### src/rtl/sec_min_counter.sv
// Purpose: seconds/minutes BCD time base; divides clk to a 1 Hz tick, counts 00:00..59:59, pulses cout on wrap.
// Latency: digits, tick and cout update on the edge where the prescaler wraps; a minutes load takes effect on the first edge after set_req rises.
// Backpressure: none on the count path; the minutes load is a four-phase set_req/set_ack handshake.
//
// Parameters:
//   CLK_DIV  clk cycles per second (>= 2)
//   DIV_W    prescaler width, 2**DIV_W >= CLK_DIV
// Ports:
//   clk, reset (async, active-low)
//   en        run enable; low freezes prescaler and digits
//   clr       synchronous clear of prescaler and digits (highest priority)
//   set_req / set_ack, set_min_l / set_min_h   minutes load handshake
//   sec_l, sec_h, min_l, min_h                 BCD digit outputs
//   tick      one-cycle pulse per second advance
//   cout      one-cycle pulse on 59:59 -> 00:00
//   blink     colon blink
// Optional feature macro: COLON_BLINK_EN (blink = 1 during the first half of each
// second); when undefined, blink is tied to 1 and no comparator exists.

module sec_min_counter #(
   parameter int CLK_DIV = 50000000,
   parameter int DIV_W   = 26
) (
   input  logic       clk,
   input  logic       reset,
   input  logic       en,
   input  logic       clr,
   input  logic       set_req,
   input  logic [3:0] set_min_l,
   input  logic [3:0] set_min_h,
   output logic       set_ack,
   output logic [3:0] sec_l,
   output logic [3:0] sec_h,
   output logic [3:0] min_l,
   output logic [3:0] min_h,
   output logic       tick,
   output logic       cout,
   output logic       blink
);

   localparam logic [DIV_W-1:0] LAST = DIV_W'(CLK_DIV - 1);

   logic [DIV_W-1:0] cnt;
   logic [DIV_W-1:0] cnt_nxt;
   logic             load;
   logic             wrap;

   // A load is only accepted while the previous handshake has fully closed.
   assign load = set_req && !set_ack;
   assign wrap = en && !clr && !load && (cnt == LAST);

   always_comb begin
      cnt_nxt = cnt;
      if (clr || load) begin
         cnt_nxt = '0;
      end else if (en) begin
         cnt_nxt = (cnt == LAST) ? '0 : cnt + DIV_W'(1);
      end
   end

   always_ff @(posedge clk or negedge reset) begin
      if (!reset) begin
         cnt     <= '0;
         sec_l   <= 4'd0;
         sec_h   <= 4'd0;
         min_l   <= 4'd0;
         min_h   <= 4'd0;
         tick    <= 1'b0;
         cout    <= 1'b0;
         set_ack <= 1'b0;
      end else begin
         cnt  <= cnt_nxt;
         tick <= wrap;
         cout <= wrap && (min_h == 4'd5) && (min_l == 4'd9)
                      && (sec_h == 4'd5) && (sec_l == 4'd9);

         // Acknowledge is released as soon as the requester drops set_req,
         // independent of clear; it is never raised while clear is active.
         if (!set_req) begin
            set_ack <= 1'b0;
         end else if (load && !clr) begin
            set_ack <= 1'b1;
         end

         if (clr) begin
            sec_l <= 4'd0;
            sec_h <= 4'd0;
            min_l <= 4'd0;
            min_h <= 4'd0;
         end else if (load) begin
            // Out-of-range digits are replaced by 0, each digit on its own.
            min_l <= (set_min_l > 4'd9) ? 4'd0 : set_min_l;
            min_h <= (set_min_h > 4'd5) ? 4'd0 : set_min_h;
            sec_l <= 4'd0;
            sec_h <= 4'd0;
         end else if (wrap) begin
            if (sec_l != 4'd9) begin
               sec_l <= sec_l + 4'd1;
            end else begin
               sec_l <= 4'd0;
               if (sec_h != 4'd5) begin
                  sec_h <= sec_h + 4'd1;
               end else begin
                  sec_h <= 4'd0;
                  if (min_l != 4'd9) begin
                     min_l <= min_l + 4'd1;
                  end else begin
                     min_l <= 4'd0;
                     min_h <= (min_h == 4'd5) ? 4'd0 : min_h + 4'd1;
                  end
               end
            end
         end
      end
   end

`ifdef COLON_BLINK_EN
   localparam logic [DIV_W-1:0] HALF = DIV_W'(CLK_DIV / 2);

   // Tracks the prescaler value it will sit beside, so it holds when en=0
   // and returns to 1 whenever clear or load zero the prescaler.
   always_ff @(posedge clk or negedge reset) begin
      if (!reset) begin
         blink <= 1'b1;
      end else begin
         blink <= (cnt_nxt < HALF);
      end
   end
`else
   assign blink = 1'b1;
`endif

endmodule

### config.mk
export PLATFORM = sky130hd
export DESIGN_NAME = sec_min_counter
export DESIGN_NICKNAME = d
export VERILOG_FILES = /design/src/rtl/sec_min_counter.sv
export SDC_FILE = /design/constraint.sdc
export NUM_CORES = 1
export LEC_CHECK = 0
export ABC_CLOCK_PERIOD_IN_PS = 3030
export BUFFER_PORTS_ARGS = -buffer_cell sky130_fd_sc_hd__buf_2
export CAP_MARGIN = 20
export CORE_MARGIN = 8
export CORE_UTILIZATION = 58
export CTS_BUF_LIST = sky130_fd_sc_hd__clkbuf_8 sky130_fd_sc_hd__clkbuf_16
export CTS_CLUSTER_SIZE = 25
export DETAILED_ROUTE_END_ITERATION = 16
export PLACE_DENSITY = 0.81
export REMOVE_ABC_BUFFERS = 1
export SYNTH_ARGS = -nofsm -noshare
export SYNTH_HDL_FRONTEND = slang
export SYNTH_SLANG_ARGS = --single-unit
### constraint.sdc
create_clock -name clk -period 3.03 [get_ports clk]
set_input_delay 0.606 -clock clk [delete_from_list [all_inputs] [get_ports clk]]
set_output_delay 0.606 -clock clk [all_outputs]
set_load 0.01 [all_outputs]
==> reports/results.tsv <==
stage	metric	value	unit
final_layout	final_cell_mix	dfrtp_1 (45), buf_2 (31), nand2_1 (29)	
clocking	cts_max_level	2	
logic_synthesis	syn_area	2740	sq um
final_layout	multiInputGateArea	1530	sq um
final_layout	area_delta_synth_final	12.3	%
power	ir_worst_vdd	283	uV
detailed_routing	drt_iter0_markers	150	
clocking	clock_sinks	45	
power	fin_total_pwr	0.00111	W
floorplanning	die_w	84.7	um
logic_synthesis	syn_area_per_cell	9.00	sq um
worst_setup_path	worstPathArrival	2.73	ns
detailed_routing	wire_per_inst	17.3	um
power	power_density	362	nW/um^2
clocking	cts_setup_buffers	0	
placement	dp_hpwl	4670	um
sta	fin_skew	0.00762	ns
detailed_routing	wl	6770	um
logic_synthesis	synth-xor-area-share	0.320	%
clocking	clockBufferDepth	2	
final_layout	num_antenna_cells	0	
sta	fmax	393	MHz
final_layout	seqCellArea	1130	sq um
logic_synthesis	synth_seq_area_share	41.2	%
sta	finalHoldViolCount	0	
clocking	clockRootBuffer	clkbuf_8	
global_routing	grt_pass1_wl	11100	um
floorplanning	core	4630	sq um
detailed_routing	drt-vias-per-instance	6.55	
sta	slew_headroom	51.8	%
worst_setup_path	crit_fanout	28	
worst_setup_path	path_class	reg2reg	
detailed_routing	drc	0	
placement	io_buffer_count	31	
sta	rsz0062_at_grt	false	
logic_synthesis	synth_top_family_by_area	simple AND/OR/NAND/NOR gates	
logic_synthesis	synth_fa_ha_area_share	4.12	%
placement	gp_congestion	0.910	
logic_synthesis	synthCells	304	
logic_synthesis	synth_warnings	0	
worst_setup_path	end_kind	flop	
sta	setup_violations	0	
logic_synthesis	synth-seq-cells	45	
logic_synthesis	async_reset_ff_share	100	%
final_layout	fill_cells	385	
sta	worst_slack	0.486	ns
clocking	cts_resized	0	
min_path	hp-class	in2async	
logic_synthesis	ys_types	53	
logic_synthesis	synth_compound_area_share	18.6	%
worst_setup_path	cp-start-kind	flop	
detailed_routing	num_vias	2562	
global_routing	antenna_found_initial	0	
floorplanning	fp.dieH	84.7	um
global_routing	grt-ovfl-total	0	
logic_synthesis	synth_top_flop_cell	dfrtp_1	
logic_synthesis	synth-simple-area-share	29.1	%
floorplanning	io_pins	33	
logic_synthesis	synth_mux_area_share	3.38	%
final_layout	final_common_cell	dfrtp_1	
outcome	status	finished, final reports clean	
global_routing	grt_use_total	18.8	%
sta	fin_crit	2.54	ns
final_layout	drive_gt1_share	16.3	%
floorplanning	dieArea	7170	sq um
power	leakage	1.39	nW
sta	maxSlewViolCount	0	
clocking	cts_inserted_buffers	5	
floorplanning	rows	25	
global_routing	first_global_vias	2497	
placement	pre_cts_ws	0.282	ns
job	maxCapViolCount	0	
clocking	cts.clk_slew.worst_paths	0.08	ns
global_routing	grt_max_degree	46	
sta	period_share	84.0	%
logic_synthesis	synth-edff-count	0	
sta	tightest_slew	0.718	ns
detailed_routing	ant_nets	0	
clocking	clk_latency	0.30	ns
detailed_routing	first_pass_iters	5	
final_layout	final_nets	359	
clocking	cts_tree	built	
floorplanning	start_util	59.1	%
clocking	hold_buffers	0	
worst_setup_path	critPathRequiredTime	3.22	ns
worst_setup_path	r2r_cells	7	
## registers in the layout (all words and copies together) (netlist names)
name     cells
sec_h        4
set_ack      1
min_h        4
cnt         26
min_l        4
cout         1
tick         1
sec_l        4
## Yosys cell counts (3+ instances only)
cell / n / share of area (%)
nand3_1: 21 / 3.8
a22o_1: 3 / 0.96
a21oi_1: 21 / 3.8
and3_1: 5 / 1.1
and4_1: 3 / 0.96
mux2i_1: 7 / 2.6
dfrtp_1: 45 / 41
clkbuf_1: 5 / 0.69
nor4_1: 6 / 1.4
or4_1: 3 / 0.82
nor3_1: 8 / 1.5
inv_1: 10 / 1.4
and3b_1: 3 / 0.96
nor2_1: 27 / 3.7
nand4_1: 7 / 1.6
or3_1: 4 / 0.91
buf_2: 5 / 0.91
a41oi_1: 4 / 1.3
nand2_1: 29 / 4.0
ha_1: 9 / 4.1
nand2b_1: 5 / 1.1
a31oi_1: 22 / 5.0
o21ai_0: 13 / 2.4
## metrics by stage
| step | setup TNS [ns] | cell area (sq um) | util, % | hold WS [ns] | cells |
|---|---|---|---|---|---|
| 5_1_grt | 0 | 3070 | 66.4 | 0.0891 | 391 |
| 3_3_place_gp | 0 | 2950 | 63.7 | 0.493 | 382 |
| 3_5_place_dp | 0 | 2950 | 63.7 | 0.507 | 382 |
| 4_1_cts | 0 | 3040 | 65.6 | 0.503 | 389 |
| 2_1_floorplan | -27.26 | 2690 | - | 0.310 | 293 |
| 6_report | 0 | 3070 | 66.4 | 0.0994 | 391 |
## cell type report
cell class                      count  area share [%]
Inverter                           10            1.22
Sequential cell                    45            36.7
Clock buffer                        6            2.69
Tap cell                           54            2.20
Clock inverter                      1           0.122
Multi-Input combinational cell    238            49.9
Timing Repair Buffer               37            7.17
## cell families (layout without fill, tap and decap cells)
group,Yosys count,after routing
mux,9,9
simple gates,138,138
compound gates,80,80
other cells,1,1
xor+xnor,1,1
buf+inv,21,54
flops,45,45
fa+ha+maj,9,9
## worst max-delay path, stage by stage (launching register included)
cell and delay [ns]:
dfrtp_1 0.49, or4b_2 0.69, nor3_1 0.35, a211oi_4 0.14, buf_8 0.19, buf_4 0.21
a21o_1 0.17, a22o_1 0.18
## path summary, 6_finish.rpt
kind / from / endpoint / slack (ns)
min in group clk: cnt[25]$_DFFE_PN0P_ / cnt[25]$_DFFE_PN0P_ / 0.53
worst min register to register: cnt[25]$_DFFE_PN0P_ / cnt[25]$_DFFE_PN0P_ / 0.53
max in group asynchronous: reset / set_ack$_DFFE_PN0P_ / 2.50
worst max register to register: cnt[7]$_DFFE_PN0P_ / cnt[13]$_DFFE_PN0P_ / 0.49
worst min-delay path: reset / sec_l[3]$_DFFE_PN0P_ / 0.1
worst max-delay path: cnt[7]$_DFFE_PN0P_ / cnt[13]$_DFFE_PN0P_ / 0.49
## power by group
part / total, W / internal [W] / leakage, nW / switching [W]
Combinational: 0.000118 / 0.0000436 / 0.714 / 0.0000743
Sequential: 0.000622 / 0.000609 / 0.624 / 0.0000123
Clock: 0.000374 / 0.000178 / 0.0485 / 0.000196
## metal layers
layer	wire length, um	global-route usage (%)
met1	2790	21.1
met2	3380	32.2
met5	0	0
met4	87	7.93
met3	511	5.56
Note: power is estimated with default switching activity, not from simulation.
